--- config.mk ---
export PLATFORM = sky130hd
export DESIGN_NAME = sprite_rom_arbiter
export DESIGN_NICKNAME = d
export VERILOG_FILES = /design/src/rtl/sprite_rom_arbiter.sv
export SDC_FILE = /design/constraint.sdc
export NUM_CORES = 1
export LEC_CHECK = 0
export BUFFER_PORTS_ARGS = -buffer_cell sky130_fd_sc_hd__buf_2
export CAP_MARGIN = 20
export CELL_PAD_IN_SITES_DETAIL_PLACEMENT = 1
export CELL_PAD_IN_SITES_GLOBAL_PLACEMENT = 1
export CORE_UTILIZATION = 37
export DETAILED_ROUTE_END_ITERATION = 16
export HOLD_SLACK_MARGIN = 0.06
export MAX_ROUTING_LAYER = met4
export PLACE_DENSITY_LB_ADDON = 0.15
export SLEW_MARGIN = 20
export SYNTH_ARGS = -nofsm -noshare
export SYNTH_HDL_FRONTEND = slang
export SYNTH_SLANG_ARGS = --single-unit
--- constraint.sdc ---
create_clock -name clk -period 5.2 [get_ports clk]
set_input_delay 0.52 -clock clk [delete_from_list [all_inputs] [get_ports clk]]
set_output_delay 0.52 -clock clk [all_outputs]
set_load 0.02 [all_outputs]
--- src/rtl/sprite_rom_arbiter.sv ---
// sprite_rom_arbiter: round-robin sharing of the sprite ROM and object lookup.
// Pipeline: grant -> stage A (lookup) -> stage B (ROM address) -> ROM_LAT
// delay line -> output register. One accept per cycle, no stalls.
// ROM_LAT must be at least 1.
module sprite_rom_arbiter #(
  parameter int          N_REQ     = 4,
  parameter int          ID_W      = 2,
  parameter int          ROM_LAT   = 1,
  parameter logic [11:0] KEY_COLOR = 12'hF0F
) (
  input  logic                clk,
  input  logic                rst,
  input  logic [N_REQ-1:0]    req_valid,
  input  logic [6*N_REQ-1:0]  req_type,
  input  logic [11*N_REQ-1:0] req_h,
  input  logic [11*N_REQ-1:0] req_w,
  output logic [N_REQ-1:0]    req_ready,
  output logic [5:0]          obj_id,
  input  logic [10:0]         obj_h,
  input  logic [10:0]         obj_w,
  input  logic [18:0]         obj_addr,
  output logic [18:0]         rom_addr,
  input  logic [11:0]         rom_data,
  output logic                rsp_valid,
  output logic [ID_W-1:0]     rsp_id,
  output logic [11:0]         rsp_data,
  output logic                rsp_transp,
  output logic                rsp_oob
);

  logic [ID_W-1:0] last_q, last_d, cand, gnt_idx;
  logic            gnt_found;

  logic            a_vld_q, a_vld_d;
  logic [ID_W-1:0] a_id_q, a_id_d;
  logic [5:0]      a_type_q, a_type_d;
  logic [10:0]     a_h_q, a_h_d, a_w_q, a_w_d;

  logic [21:0]     prod;
  logic [18:0]     addr;
  logic            oob;

  logic            b_vld_q, b_vld_d, b_oob_q, b_oob_d;
  logic [ID_W-1:0] b_id_q, b_id_d;
  logic [18:0]     rom_addr_q, rom_addr_d;

  logic            dl_vld_q [ROM_LAT];
  logic            dl_vld_d [ROM_LAT];
  logic            dl_oob_q [ROM_LAT];
  logic            dl_oob_d [ROM_LAT];
  logic [ID_W-1:0] dl_id_q  [ROM_LAT];
  logic [ID_W-1:0] dl_id_d  [ROM_LAT];

  logic            rsp_valid_q, rsp_valid_d, rsp_transp_q, rsp_transp_d, rsp_oob_q, rsp_oob_d;
  logic [ID_W-1:0] rsp_id_q, rsp_id_d;
  logic [11:0]     rsp_data_q, rsp_data_d;

  // Round-robin grant: first valid requester after last, gated off during reset.
  always_comb begin
    gnt_found = 1'b0;
    gnt_idx   = last_q;
    cand      = '0;
    for (int k = 1; k <= N_REQ; k++) begin
      cand = ID_W'((int'(last_q) + k) % N_REQ);
      if (!gnt_found && req_valid[cand]) begin
        gnt_found = 1'b1;
        gnt_idx   = cand;
      end
    end
    if (rst) gnt_found = 1'b0;
    req_ready = gnt_found ? (N_REQ'(1) << gnt_idx) : '0;
    last_d    = gnt_found ? gnt_idx : last_q;
  end

  // Stage A capture of the granted request; payload holds while idle.
  always_comb begin
    a_vld_d  = gnt_found;
    a_id_d   = a_id_q;
    a_type_d = a_type_q;
    a_h_d    = a_h_q;
    a_w_d    = a_w_q;
    if (gnt_found) begin
      a_id_d   = gnt_idx;
      a_type_d = req_type[int'(gnt_idx)*6 +: 6];
      a_h_d    = req_h[int'(gnt_idx)*11 +: 11];
      a_w_d    = req_w[int'(gnt_idx)*11 +: 11];
    end
  end

  assign obj_id = a_type_q;

  // Flat address (wraps mod 2^19) and range check against the looked-up object.
  always_comb begin
    prod = 22'(a_h_q) * 22'(obj_w);
    addr = 19'({3'b0, obj_addr} + prod + {11'b0, a_w_q});
    oob  = (a_h_q >= obj_h) | (a_w_q >= obj_w);
  end

  // Stage B: ROM address register, held between fetches; oob still drives it.
  always_comb begin
    b_vld_d    = a_vld_q;
    b_id_d     = a_vld_q ? a_id_q : b_id_q;
    b_oob_d    = a_vld_q ? oob : b_oob_q;
    rom_addr_d = a_vld_q ? addr : rom_addr_q;
  end

  // Side-band delay line keeping id/oob aligned with ROM read data.
  always_comb begin
    dl_vld_d    = dl_vld_q;
    dl_id_d     = dl_id_q;
    dl_oob_d    = dl_oob_q;
    dl_vld_d[0] = b_vld_q;
    dl_id_d[0]  = b_id_q;
    dl_oob_d[0] = b_oob_q;
    for (int i = 1; i < ROM_LAT; i++) begin
      dl_vld_d[i] = dl_vld_q[i-1];
      dl_id_d[i]  = dl_id_q[i-1];
      dl_oob_d[i] = dl_oob_q[i-1];
    end
  end

  // Response register: out-of-range pixels are forced to zero and transparent.
  always_comb begin
    rsp_valid_d  = dl_vld_q[ROM_LAT-1];
    rsp_id_d     = rsp_id_q;
    rsp_data_d   = rsp_data_q;
    rsp_transp_d = rsp_transp_q;
    rsp_oob_d    = rsp_oob_q;
    if (dl_vld_q[ROM_LAT-1]) begin
      rsp_id_d     = dl_id_q[ROM_LAT-1];
      rsp_oob_d    = dl_oob_q[ROM_LAT-1];
      rsp_data_d   = dl_oob_q[ROM_LAT-1] ? 12'h000 : rom_data;
      rsp_transp_d = dl_oob_q[ROM_LAT-1] | (rom_data == KEY_COLOR);
    end
  end

  // State registers; reset drops everything in flight.
  always_ff @(posedge clk) begin
    if (rst) begin
      last_q       <= ID_W'(N_REQ-1);
      a_vld_q      <= 1'b0;
      a_id_q       <= '0;
      a_type_q     <= '0;
      a_h_q        <= '0;
      a_w_q        <= '0;
      b_vld_q      <= 1'b0;
      b_id_q       <= '0;
      b_oob_q      <= 1'b0;
      rom_addr_q   <= '0;
      dl_vld_q     <= '{default: 1'b0};
      dl_id_q      <= '{default: '0};
      dl_oob_q     <= '{default: 1'b0};
      rsp_valid_q  <= 1'b0;
      rsp_id_q     <= '0;
      rsp_data_q   <= '0;
      rsp_transp_q <= 1'b0;
      rsp_oob_q    <= 1'b0;
    end else begin
      last_q       <= last_d;
      a_vld_q      <= a_vld_d;
      a_id_q       <= a_id_d;
      a_type_q     <= a_type_d;
      a_h_q        <= a_h_d;
      a_w_q        <= a_w_d;
      b_vld_q      <= b_vld_d;
      b_id_q       <= b_id_d;
      b_oob_q      <= b_oob_d;
      rom_addr_q   <= rom_addr_d;
      dl_vld_q     <= dl_vld_d;
      dl_id_q      <= dl_id_d;
      dl_oob_q     <= dl_oob_d;
      rsp_valid_q  <= rsp_valid_d;
      rsp_id_q     <= rsp_id_d;
      rsp_data_q   <= rsp_data_d;
      rsp_transp_q <= rsp_transp_d;
      rsp_oob_q    <= rsp_oob_d;
    end
  end

  assign rom_addr   = rom_addr_q;
  assign rsp_valid  = rsp_valid_q;
  assign rsp_id     = rsp_id_q;
  assign rsp_data   = rsp_data_q;
  assign rsp_transp = rsp_transp_q;
  assign rsp_oob    = rsp_oob_q;

endmodule

==> out/qor.txt <==
Outcome -> complete, no violations
Overall routing resource usage -> 22.51%
Crit path max fanout -> 5
Largest clock skew in the final design -> 9.647 ps
Worst path slowest cell -> sky130_fd_sc_hd__fa_1
Detailed router's first-iteration violation count -> 211
Post-CTS clock slew at the launch and capture registers of the worst setup and hold paths -> 70 ps
Stage delay of the slowest cell on the critical path -> 510 ps
Count of unique library cells instantiated by Yosys -> 61
Total standard cell area after synthesis -> 0.008579 sq mm
Slew margin rel. -> 32.80%
Highest Clock Rate -> 200.2 MHz
Nets@finish -> 1569
Setup repair after global routing missed its margin -> no
Share of the clock period used by the worst path after layout -> 96.06%
Largest net degree at the start of global routing -> 63
Minimum clock period -> 4995 ps
Most common library cell in the layout ignoring fill and taps -> sky130_fd_sc_hd__buf_2
Number of antenna violations at the first check in global routing -> 2
Top cells by area in the synthesized netlist -> sky130_fd_sc_hd__fa_1 (25%), sky130_fd_sc_hd__dfxtp_1 (18%), sky130_fd_sc_hd__ha_1 (9.9%)
P_leak -> 5.606 nW
Deepest clock path buffer count -> 2
Clock root cell -> sky130_fd_sc_hd__clkbuf_16
Tightest Pin Transition -> 1008 ps
Number of inserted filler cells in the final layout -> 2782
Buffers added on ports -> 216
Die boundary height -> 154.3 microns
Post-synthesis cell count -> 986
Area Growth Syn to Fin -> 24.60%
Synth Register Bits -> 77
Average routed wire per standard cell -> 16.23 microns
Placement row count -> 55
Initial Utilization -> 37.78%
Via count -> 7489
Number of iterations in the first detailed-routing pass -> 5
Final cell utilization of the core -> 47.07%
Via count of the first global-routing pass -> 8150
Count of final setup violators -> 0
Top Ports -> 217
Die Footprint -> 0.02380 sq mm
Yosys warns -> 0
Commonest cells after routing, fill and taps aside -> sky130_fd_sc_hd__buf_2 (216), sky130_fd_sc_hd__inv_1 (186), sky130_fd_sc_hd__nand2_1 (132), sky130_fd_sc_hd__fa_1 (106), sky130_fd_sc_hd__dfxtp_1 (71)
Total global routing overflow -> 0
Type of origin of the critical path -> flip-flop
Critical path class -> flip-flop to flip-flop
Fin cells -> 1515
Clock Latency Late Sink -> 350 ps
Fraction of layout cells with a size suffix above 1 -> 25.90%
Total Routed Length -> 24600 microns
Peak supply drop -> 0.4366 mV
Maxcap violations -> 0
Clock tree from TritonCTS -> done
Cts bufs inserted -> 9
Worst-path cell chain -> buf_4 -> and2_1 -> fa_1 -> inv_1 -> fa_1 -> inv_1 -> fa_1 -> inv_1 -> fa_2 -> fa_1 -> inv_1 -> ha_1 -> o211ai_1 -> nor3_1 -> o31ai_1 -> buf_4 -> nand2_1 -> o21a_1 -> a32o_1
Final-report max-slew violation count -> 0
Cell accounting for the most synthesized area -> sky130_fd_sc_hd__fa_1
H-Tree Depth -> 3
Synth top area share -> 24.97%
Required time of the worst setup path -> 5440 ps
WP data arrival -> 5240 ps
Capturing element type of the critical path -> flip-flop
Hold Violations, Final -> 0
Setup slack, reg-to-reg -> 200 ps
Placed Cells incl. Taps -> 1497
Share of synthesized flip-flops with an asynchronous set or reset -> 0%
Remaining DRCs -> 0
Post-route antenna net violation count -> 0
Global-route wire length before repair -> 40810 microns
Die outline width -> 154.3 microns
Average instance area after synthesis -> 8.701 sq um
Vias per cell -> 4.943
Number of nets produced by synthesis -> 1332
Number of synthesized flops with an enable pin -> 0
Number of clock sinks -> 77
Power density cells -> 568.6 mW/mm^2
Most used DFF post-synth -> sky130_fd_sc_hd__dfxtp_1
Area of the placeable core -> 0.02271 sq mm
Share of the yosys chip area belonging to registers -> 17.97%
Routability congestion estimate -> 0.8467
Final HPWL DP -> 20780 microns
Worst hold path type -> input pin to flip-flop
[cell families (layout without fill, tap and decap cells)]
family	count (synthesis)	count (layout)	synth area share [%]
simple gates	292	292	16.10
mux	70	70	8.167
flops	77	77	17.97
compound gates	121	121	10.57
other cells	0	2	0
fa+ha+maj	175	175	34.88
xor+xnor	15	15	1.619
buf+inv	236	478	10.69
[report_power, final]
part	switching (mW)	internal (mW)	total, mW
registers	0.0782	0.692	0.770
logic	2.42	2.20	4.63
clock network	0.298	0.384	0.682
total	2.80	3.28	6.08
[per-layer routing]
layer | global-route usage [%] | share of wire, %
met5 | - | 0
met4 | 5.233 | 1.4
met3 | 2.998 | 4.2
met2 | 39.16 | 49
met1 | 27.70 | 45
[layout make-up]
| type | count | area, sq um | share of cell area, % |
|---|---|---|---|
| diodes | 2 | 5.005 | 0.04682 |
| clock buffers | 9 | 225.2 | 2.107 |
| clock inverters | 7 | 91.34 | 0.8544 |
| inverters | 187 | 701.9 | 6.566 |
| multi-input cells | 673 | 6185 | 57.85 |
| flip-flops and latches | 77 | 1551 | 14.51 |
| well taps | 285 | 356.6 | 3.336 |
| repair buffers | 275 | 1574 | 14.72 |
[cell usage after synthesis (7+ instances only)]
master,instances
sky130_fd_sc_hd__fa_1,107
sky130_fd_sc_hd__nor2b_1,21
sky130_fd_sc_hd__ha_1,68
sky130_fd_sc_hd__nor2_1,52
sky130_fd_sc_hd__nand4_1,7
sky130_fd_sc_hd__o21a_1,8
sky130_fd_sc_hd__and2_1,48
sky130_fd_sc_hd__inv_1,186
sky130_fd_sc_hd__dfxtp_1,77
sky130_fd_sc_hd__mux2i_1,70
sky130_fd_sc_hd__clkbuf_1,28
sky130_fd_sc_hd__a32o_1,29
sky130_fd_sc_hd__buf_2,13
sky130_fd_sc_hd__o21ai_0,13
sky130_fd_sc_hd__xnor2_1,11
sky130_fd_sc_hd__nand2_1,132
sky130_fd_sc_hd__a21oi_1,28
[worst max-delay path: cells and delay by family, from the launching register on]
family | cells | cell delay, ps
AOI/OAI and AO/OA | 4 | 860
adders and majority gates | 6 | 2780
DFF | 1 | 370
and+or+nand+nor | 3 | 310
buffers and inverters | 6 | 560
[worst paths after layout]
path,startpoint,to,cells past startpoint
worst min register to register,b_vld_q,dl_vld_q,1
worst max-delay path,a_h_q[6],rom_addr[13],19
worst min-delay path,rom_data[4],rsp_data[4],3
worst max register to register,a_h_q[6],rom_addr[13],19
[state kept, by name, indices dropped and copies added (netlist names), 2 cells and up]
register	flops
rsp_data	12
a_h_q	11
a_id_q	2
a_w_q	11
b_id_q	2
rom_addr	19
rsp_id	2
dl_id_q	2
obj_id	6
last_q	2
[stage by stage]
stage	TNS (ps)	setup slack [ps]	hold slack [ps]	power, mW	instance area (sq um)
CTS	0	34.00	405.8	6.040	10630
detailed placement	-296.3	-149.4	423.9	5.330	10320
global route	0	3.900	424.0	6.779	10690
global placement	-65.03	-63.90	420.5	5.198	10320
floorplan	0	38.62	413.8	3.726	8579
finish	0	204.8	412.2	6.078	10690
[repair_timing]
action | CTS | global route
hold endpoints to repair | 0 | 0
hold buffers | 0 | 0
gates resized for setup | 0 | 14
endpoints found under the setup margin | 0 | 6
setup buffers | 0 | 0
Power figures use the tool's default switching activity.
